$ cat src/rtl/load_seq.sv
// ---------------------------------------------------------------------------
// load_seq: load sequencer between the execute stage and the data memory port.
// Accepts one load request (byte address and width code). It issues one read,
// or two word-aligned reads when the access crosses a 32-bit word boundary.
// It merges the returned words, extracts the addressed byte/halfword/word,
// sign- or zero-extends it and returns the result on a valid/ready handshake.
// Each read has a bounded response timeout.
//
// Ports
//   clk_i, reset_n_i          clock, asynchronous active-low reset
//   req_valid_i/req_ready_o   request handshake (ready only in IDLE)
//   req_addr_i[31:0]          byte address
//   req_width_i[2:0]          000 LB, 001 LH, 010 LW, 100 LBU, 101 LHU
//   mem_req_o/mem_gnt_i       memory read request / grant
//   mem_addr_o[31:0]          word-aligned read address
//   mem_rvalid_i/mem_rdata_i  read response (little-endian word)
//   rsp_valid_o/rsp_ready_i   result handshake
//   rsp_data_o[31:0]          extended load result
//   rsp_err_o                 illegal width, disallowed misalignment or timeout
//   busy_o                    high whenever not IDLE
// ---------------------------------------------------------------------------
module load_seq #(
  parameter bit          ALLOW_MISALIGNED = 1'b1,
  parameter int unsigned TIMEOUT_CYCLES   = 64
) (
  input  logic        clk_i,
  input  logic        reset_n_i,
  input  logic        req_valid_i,
  output logic        req_ready_o,
  input  logic [31:0] req_addr_i,
  input  logic [2:0]  req_width_i,
  output logic        mem_req_o,
  output logic [31:0] mem_addr_o,
  input  logic        mem_gnt_i,
  input  logic        mem_rvalid_i,
  input  logic [31:0] mem_rdata_i,
  output logic        rsp_valid_o,
  input  logic        rsp_ready_i,
  output logic [31:0] rsp_data_o,
  output logic        rsp_err_o,
  output logic        busy_o
);

  localparam int unsigned TmoW    = 8;
  localparam logic [TmoW-1:0] TmoLast = TmoW'(TIMEOUT_CYCLES - 1);

  typedef enum logic [2:0] {
    S_IDLE  = 3'd0,
    S_RD0   = 3'd1,
    S_WAIT0 = 3'd2,
    S_RD1   = 3'd3,
    S_WAIT1 = 3'd4,
    S_RESP  = 3'd5
  } state_e;

  state_e          state_q;
  logic [31:0]     addr_q;
  logic [2:0]      width_q;
  logic            cross_q;
  logic [31:0]     lo_q;
  logic [TmoW-1:0] tmo_q;

  logic            req_ready_q;
  logic            mem_req_q;
  logic [31:0]     mem_addr_q;
  logic            rsp_valid_q;
  logic [31:0]     rsp_data_q;
  logic            rsp_err_q;
  logic            busy_q;

  logic            req_legal_c;
  logic [2:0]      req_size_c;
  logic            req_cross_c;

  // Decode the incoming request: legality, access size and word crossing.
  always_comb begin
    req_legal_c = 1'b0;
    req_size_c  = 3'd4;
    case (req_width_i)
      3'b000, 3'b100: begin req_legal_c = 1'b1; req_size_c = 3'd1; end
      3'b001, 3'b101: begin req_legal_c = 1'b1; req_size_c = 3'd2; end
      3'b010:         begin req_legal_c = 1'b1; req_size_c = 3'd4; end
      default:        begin req_legal_c = 1'b0; req_size_c = 3'd4; end
    endcase
    req_cross_c = ({1'b0, req_addr_i[1:0]} + req_size_c) > 3'd4;
  end

  // Shift the merged {hi, lo} doubleword to the addressed byte and extend.
  function automatic logic [31:0] extract(input logic [63:0] dw,
                                          input logic [1:0]  off,
                                          input logic [2:0]  w);
    logic [31:0] sh;
    sh = 32'(dw >> {off, 3'b000});
    case (w)
      3'b000:  extract = {{24{sh[7]}}, sh[7:0]};
      3'b001:  extract = {{16{sh[15]}}, sh[15:0]};
      3'b010:  extract = sh;
      3'b100:  extract = {24'h0, sh[7:0]};
      3'b101:  extract = {16'h0, sh[15:0]};
      default: extract = 32'h0;
    endcase
  endfunction

  // Sequencer FSM with registered outputs.
  always_ff @(posedge clk_i or negedge reset_n_i) begin
    if (!reset_n_i) begin
      state_q     <= S_IDLE;
      addr_q      <= 32'h0;
      width_q     <= 3'b000;
      cross_q     <= 1'b0;
      lo_q        <= 32'h0;
      tmo_q       <= '0;
      req_ready_q <= 1'b1;
      mem_req_q   <= 1'b0;
      mem_addr_q  <= 32'h0;
      rsp_valid_q <= 1'b0;
      rsp_data_q  <= 32'h0;
      rsp_err_q   <= 1'b0;
      busy_q      <= 1'b0;
    end else begin
      case (state_q)
        S_IDLE: begin
          if (req_valid_i && req_ready_q) begin
            addr_q      <= req_addr_i;
            width_q     <= req_width_i;
            cross_q     <= req_cross_c;
            req_ready_q <= 1'b0;
            busy_q      <= 1'b1;
            if (!req_legal_c || (req_cross_c && !ALLOW_MISALIGNED)) begin
              // Rejected without touching memory.
              state_q     <= S_RESP;
              rsp_valid_q <= 1'b1;
              rsp_err_q   <= 1'b1;
              rsp_data_q  <= 32'h0;
            end else begin
              state_q    <= S_RD0;
              mem_req_q  <= 1'b1;
              mem_addr_q <= {req_addr_i[31:2], 2'b00};
            end
          end
        end

        S_RD0: begin
          if (mem_gnt_i) begin
            mem_req_q <= 1'b0;
            tmo_q     <= '0;
            state_q   <= S_WAIT0;
          end
        end

        S_WAIT0: begin
          // A response in the final timeout cycle still wins over the abort.
          if (mem_rvalid_i) begin
            lo_q <= mem_rdata_i;
            if (cross_q) begin
              state_q    <= S_RD1;
              mem_req_q  <= 1'b1;
              mem_addr_q <= {addr_q[31:2] + 30'd1, 2'b00};
            end else begin
              state_q     <= S_RESP;
              rsp_valid_q <= 1'b1;
              rsp_err_q   <= 1'b0;
              rsp_data_q  <= extract({32'h0, mem_rdata_i}, addr_q[1:0], width_q);
            end
          end else if (tmo_q == TmoLast) begin
            state_q     <= S_RESP;
            rsp_valid_q <= 1'b1;
            rsp_err_q   <= 1'b1;
            rsp_data_q  <= 32'h0;
          end else begin
            tmo_q <= tmo_q + TmoW'(1);
          end
        end

        S_RD1: begin
          if (mem_gnt_i) begin
            mem_req_q <= 1'b0;
            tmo_q     <= '0;
            state_q   <= S_WAIT1;
          end
        end

        S_WAIT1: begin
          if (mem_rvalid_i) begin
            state_q     <= S_RESP;
            rsp_valid_q <= 1'b1;
            rsp_err_q   <= 1'b0;
            rsp_data_q  <= extract({mem_rdata_i, lo_q}, addr_q[1:0], width_q);
          end else if (tmo_q == TmoLast) begin
            state_q     <= S_RESP;
            rsp_valid_q <= 1'b1;
            rsp_err_q   <= 1'b1;
            rsp_data_q  <= 32'h0;
          end else begin
            tmo_q <= tmo_q + TmoW'(1);
          end
        end

        S_RESP: begin
          if (rsp_ready_i) begin
            state_q     <= S_IDLE;
            rsp_valid_q <= 1'b0;
            rsp_err_q   <= 1'b0;
            rsp_data_q  <= 32'h0;
            req_ready_q <= 1'b1;
            busy_q      <= 1'b0;
          end
        end

        default: begin
          state_q     <= S_IDLE;
          mem_req_q   <= 1'b0;
          rsp_valid_q <= 1'b0;
          rsp_err_q   <= 1'b0;
          rsp_data_q  <= 32'h0;
          req_ready_q <= 1'b1;
          busy_q      <= 1'b0;
        end
      endcase
    end
  end

  assign req_ready_o = req_ready_q;
  assign mem_req_o   = mem_req_q;
  assign mem_addr_o  = mem_addr_q;
  assign rsp_valid_o = rsp_valid_q;
  assign rsp_data_o  = rsp_data_q;
  assign rsp_err_o   = rsp_err_q;
  assign busy_o      = busy_q;

endmodule
$ cat config.mk
export PLATFORM = sky130hd
export DESIGN_NAME = load_seq
export DESIGN_NICKNAME = d
export VERILOG_FILES = /design/src/rtl/load_seq.sv
export SDC_FILE = /design/constraint.sdc
export NUM_CORES = 1
export LEC_CHECK = 0
export CAP_MARGIN = 0
export CORE_MARGIN = 1
export CORE_UTILIZATION = 58
export CTS_CLUSTER_SIZE = 24
export DETAILED_ROUTE_END_ITERATION = 6
export PLACE_DENSITY = 0.92
export SLEW_MARGIN = 20
export SYNTH_ARGS = -nofsm -noshare
export SYNTH_HDL_FRONTEND = slang
export SYNTH_SLANG_ARGS = --single-unit
$ cat constraint.sdc
create_clock -name clk_i -period 2.95 [get_ports clk_i]
set_clock_uncertainty 0.05 [all_clocks]
set_input_delay 0.7375 -clock clk_i [delete_from_list [all_inputs] [get_ports clk_i]]
set_output_delay 0.7375 -clock clk_i [all_outputs]
set_load 0.01 [all_outputs]
### Word level (Yosys, flattened, before mapping)

Index checks and enable logic that the tools add are counted.
Widths: inputs -> output; s select.

* register bits: 148
* latch bits: 0
* RAM bits: 0
* bits in read-only memories: 0
* input port bits: 73
* output and inout port bits: 69
* memories kept: 0

* $add $sub $neg: 3
* $mul: 0
* div/mod/pow operators: 0
* magnitude comparators: 1
* equality and inequality tests: 26
* shift operators: 2
* multiplexer cells: 55
* bitwise logic cells: 3
* reduce and logical (&&, ||, !) cells: 21

Operators with widths (count)
* $pmux 32 s5: 3
* $mux 32: 11
* $pmux 32 s2: 1
* $shr 64x5->32: 1
* $shr 32x5->32: 1
* $add 30x1->30 const B: 1
* $mux 3: 9
* $mux 8: 3
* $mux 1: 20
* $ne 2x2->1 const B: 10
* $eq 3x3->1 const B: 6
* $pmux 3 s6: 1
* $pmux 8 s2: 1
* $eq 3x2->1 const B: 4
* $pmux 1 s5: 2
* $reduce_and 5->1: 2
* $reduce_or 2->1: 5
* $eq 3x1->1 const B: 3
* $logic_not 3->1: 3
* $add 8x1->8 const B: 1
* $eq 8x6->1 const B: 1
* $reduce_and 4->1: 2
* $pmux 1 s3: 2
* $pmux 3 s2: 1
* 13 further kinds: 17

### Depth between registers and ports, before layout

* word-level depth: 6
* mapped depth: 8
* depth with buffers taken out: 7

### Worst setup path before layout

No wires, ideal clock.

* kind: in2reg
* start point: input mem_rvalid_i
* end point: register rsp_data_q[27], in the netlist rsp_data_o[27]
* library setup time: 0.126 ns
* data arrival time: 2.012 ns
* data required time: 2.774 ns
* slack: 0.762 ns
* stages: 7
* path buffers: 2
* cell sequence: and2_0 -> clkbuf_1 -> a22oi_1 -> nand3_2 -> nand2b_4 -> buf_2 -> a221o_1

* longest elaborated chain between the ends: 2
* elaborated cells on any way between the ends: 5

Ends and longest elaborated chain
* start: declaration: line 35 `input logic mem_rvalid_i,`
* $ne 3x3->1 (no line), or another cell as far along
* $reduce_and 5->1 (no line) or $pmux 32 s5 (tied branches)
* end signal: assignment: line 163 `rsp_data_q <= extract({32'h0, mem_rdata_i}, addr_q[1:0], width_q);`
* end signal: assignment: line 188 `rsp_data_q <= extract({mem_rdata_i, lo_q}, addr_q[1:0], width_q);`
* end: declaration: line 67 `logic [31:0] rsp_data_q;`

Several ways; a longest one is shown, not always the timed one.
A chain may end at the register's enable or synchronous reset.

### Worst setup path after layout

* start point: input req_width_i[1]
* end point: register rsp_data_q[18], in the netlist rsp_data_o[18]

* longest elaborated chain between the ends: 5
* elaborated cells on any way between the ends: 9

Ends and longest elaborated chain
* start: declaration: line 31 `input logic [2:0] req_width_i,`
* $eq 3x1->1, or another cell as far along: line 79 `case (req_width_i)`
* $reduce_or 5->1 (no line) *
* $mux 1 *: line 79
* $ne 2x2->1 (no line) *
* $reduce_and 5->1 (no line) *

Mark *: on every way between the ends. The rest lies on a longest branch, timed or not.

==> run_results.csv <==
group,metric,value,unit
status,status,"finished, final reports clean",
cts,root_buffer,"clkbuf_16",
synth,seq_area_frac_synth,43.72,%
cts,cts.sinks,146,
run,max_cap_viol_count,0,
timing,final.setup.worst_slack,0.2950,ns
timing,period_needed,2.655,ns
setup_path,path_delay_family,"compound AO/OA/AOI/OAI gates",
synth,synth_cells,896,
placed_design,port_buffers,139,
finish,fin_area,10470,um^2
floorplanning,initial_core_util,59.76,%
synth,synth_edf_count,0,
cts,post_cts_buffers,0,
setup_path,max_stage_delay,0.79,ns
floorplanning,die_w,122.1,um
global_routing,grt_use_total,33.07,%
global_routing,grt_start_max_net_pins,71,
route,vias,7522,
timing,worstMarginPinSlew,0.8747,ns
cts,ctsHoldBuffers,0,
finish,antennaDiodeCount,0,
pwr,peakVddDrop,0.6517,mV
min_path,worstHoldPathType,"input pin to asynchronous set/reset pin",
synth,async_reset_ff_share,100.0,%
finish,stdcell_count,1210,
cts,cts_max_path_buffers,2,
global_routing,grt_pass1_wl,37520,um
setup_path,cp-start-kind,"input pin",
finish,final_nets,1094,
setup_path,crit_buf_inv,1,
floorplanning,dieArea,14900,um^2
timing,maxSlewViolCount,0,
floorplanning,core,13990,um^2
finish,n_fill_cell,889,
route,drc,0,
setup_path,arrival,2.97,ns
placed_design,place_ws,-0.06522,ns
setup_path,rr_worst_depth,4,
synth,yosys.area.top_type,"dfrtp_1",
cts,cts_resized,0,
timing,hold_viol,0,
finish,final_core_util,74.83,%
cts,htreeDepth,4,
timing,holdWs,0.2348,ns
route,drtIter0Drc,723,
setup_path,endpoint_kind,"flop",
setup_path,cp.required,3.27,ns
global_routing,antenna_found_initial,0,
route,final_antenna_net_count,0,
floorplanning,rows,43,
placed_design,place_congestion,0.9222,
synth,ys_ff_latch,146,
global_routing,met1_usage,44.34,%
cts,clk-insertion-delay-late,0.44,ns
setup_path,critPathSlowestCell,"nor4b_4",
synth,yosys-top-cells-count,"nand2_1, dfrtp_1, mux2i_1",
floorplanning,pin_count,142,
synth,yosysMostFrequentCell,"nand2_1",
cts,cts_buffers,17,
finish,seqCellArea,3657,um^2
route,dr.pass1.iters,6,
timing,final.setup.tns,0,ns
global_routing,grt-busiest-layer,"met2",
pwr,total_power,10.85,mW
setup_path,r2r_slack,0.48,ns
synth,synth_area_leaders,"dfrtp_1, nand2_1, mux2_2, mux2i_1, xnor2_1",
setup_path,crit_type,"input pin to flop",
cts,cts_tree,"yes",
timing,fmax,376.6,MHz
setup_path,worst-path-max-fanout,16,
route,via_per_inst,6.217,
placed_design,place_inst,1178,
floorplanning,die_h,122.1,um
pwr,leakage,4.460,nW
synth,avgSynthCellArea,9.330,um^2
synth,synth.distinct_cells,69,
timing,timing.final.crit_share,90.00,%
finish,drive_gt1_share,12.23,%
route,drt_wl_total,23180,um
global_routing,grt_overflow,0,
placed_design,place_area,9927,um^2
synth,yosysTopAreaCellShare,43.41,%
timing,setup_viol,0,
placed_design,dp_hpwl,16290,um
setup_path,r2r-end,"rsp_data_o[18]",
synth,syn-cell-area,8359,um^2
synth,synth_warnings,0,
timing,rsz0062_at_grt,"false",
pwr,powerDensity,1036,nW/um^2
global_routing,use_met3,11.00,%
timing,maxSlewHeadroom,41.44,%
cts,clk_pin_slew_worst_paths,0.06,ns
global_routing,grt_use_met2,50.32,%
synth,synthFlopType,"dfrtp_1",
finish,multiInputGateArea,4344,um^2
route,wl_per_cell,19.15,um
setup_path,timing.rr.start,"state_q[0]",
finish,syn2layout_area_growth,25.22,%
setup_path,path_cells,"clkdlybuf4s50_1 -> o21ai_1 -> a211oi_1 -> nor4b_4 -> a221o_1",
global_routing,grt_pass1_vias,7255,
area by class of cell:
type | count | area share, %
Multi-Input combinational cell | 669 | 41.50
Sequential cell | 146 | 34.94
Timing Repair Buffer | 167 | 15.67
Clock buffer | 23 | 4.470
Tap cell | 180 | 2.152
Clock inverter | 9 | 0.6933
Inverter | 16 | 0.5738
per-layer routing:
| layer | routed length, um | vias up |
|---|---|---|
| met3 | 2475 | 60 |
| met4 | 538 | 0 |
| met2 | 10630 | 408 |
| met1 | 9536 | 3610 |
| met5 | 0 | - |
| li1 | - | 3444 |
flip-flops by register name, indices dropped and copies added, names as in the netlist, 3 cells and up:
name and count:
tmo_q 8, addr_q 32, state_q 3, lo_q 32
width_q 3, rsp_data_o 32, mem_addr_o 30
logic make-up (layout without fill, tap and decap cells):
logic type / after synthesis / after routing / synth area share, %
compound gates: 191 / 191 / 16.14
xor+xnor: 34 / 34 / 3.562
other cells: 1 / 2 / 0.04486
simple gates: 338 / 338 / 18.20
mux: 100 / 100 / 13.13
flops: 146 / 146 / 43.72
fa+ha+maj: 4 / 4 / 0.6886
buf+inv: 82 / 215 / 4.520
how the worst max path moves through the flow:
stage                               from        endpoint  cells after the start
after floorplan             mem_rvalid_i  rsp_data_o[27]                      7
after global placement    req_width_i[1]  rsp_data_o[21]                      5
after detailed placement  req_width_i[1]  rsp_data_o[18]                      5
after CTS                 req_width_i[1]  rsp_data_o[18]                      5
after global routing      req_width_i[1]  rsp_data_o[21]                      5
final                     req_width_i[1]  rsp_data_o[18]                      5
worst register-to-register path, delay by kind of cell (launching register included):
family	cells	cell delay (ns)
compound gates	2	0.65
flops	1	0.74
simple gates	2	0.98
layout by cell type (no fill, tap or decap), types with 3 or more instances in the layout:
cell,Yosys,routed
a21oi_1,41,41
a221o_1,17,17
a22o_1,15,15
a32o_1,9,9
and3_1,4,4
buf_12,0,3
buf_4,7,25
clkbuf_1,30,4
clkbuf_16,0,17
clkdlybuf4s50_1,0,138
clkinvlp_4,0,5
dfrtp_1,145,143
ha_1,3,3
inv_1,16,16
inv_6,0,3
mux2_2,46,46
mux2i_1,50,50
mux4_2,3,3
nand2_1,208,208
nand2b_1,3,3
nand3_1,13,13
nand4_1,13,13
nor2_1,47,46
nor2b_1,3,3
nor3_1,10,10
nor4_1,11,11
o211ai_1,21,21
o21ai_0,33,33
o21ai_1,15,15
o221ai_1,20,20
or3_1,3,3
xnor2_1,24,24
xor2_1,10,10
where the power goes:
group	switching, mW	total (mW)	internal (mW)
Combinational	2.74	5.12	2.38
Sequential	0.862	3.73	2.87
Clock	0.874	2.00	1.13
Total	4.48	10.8	6.37
Power figures use the tool's default switching activity.
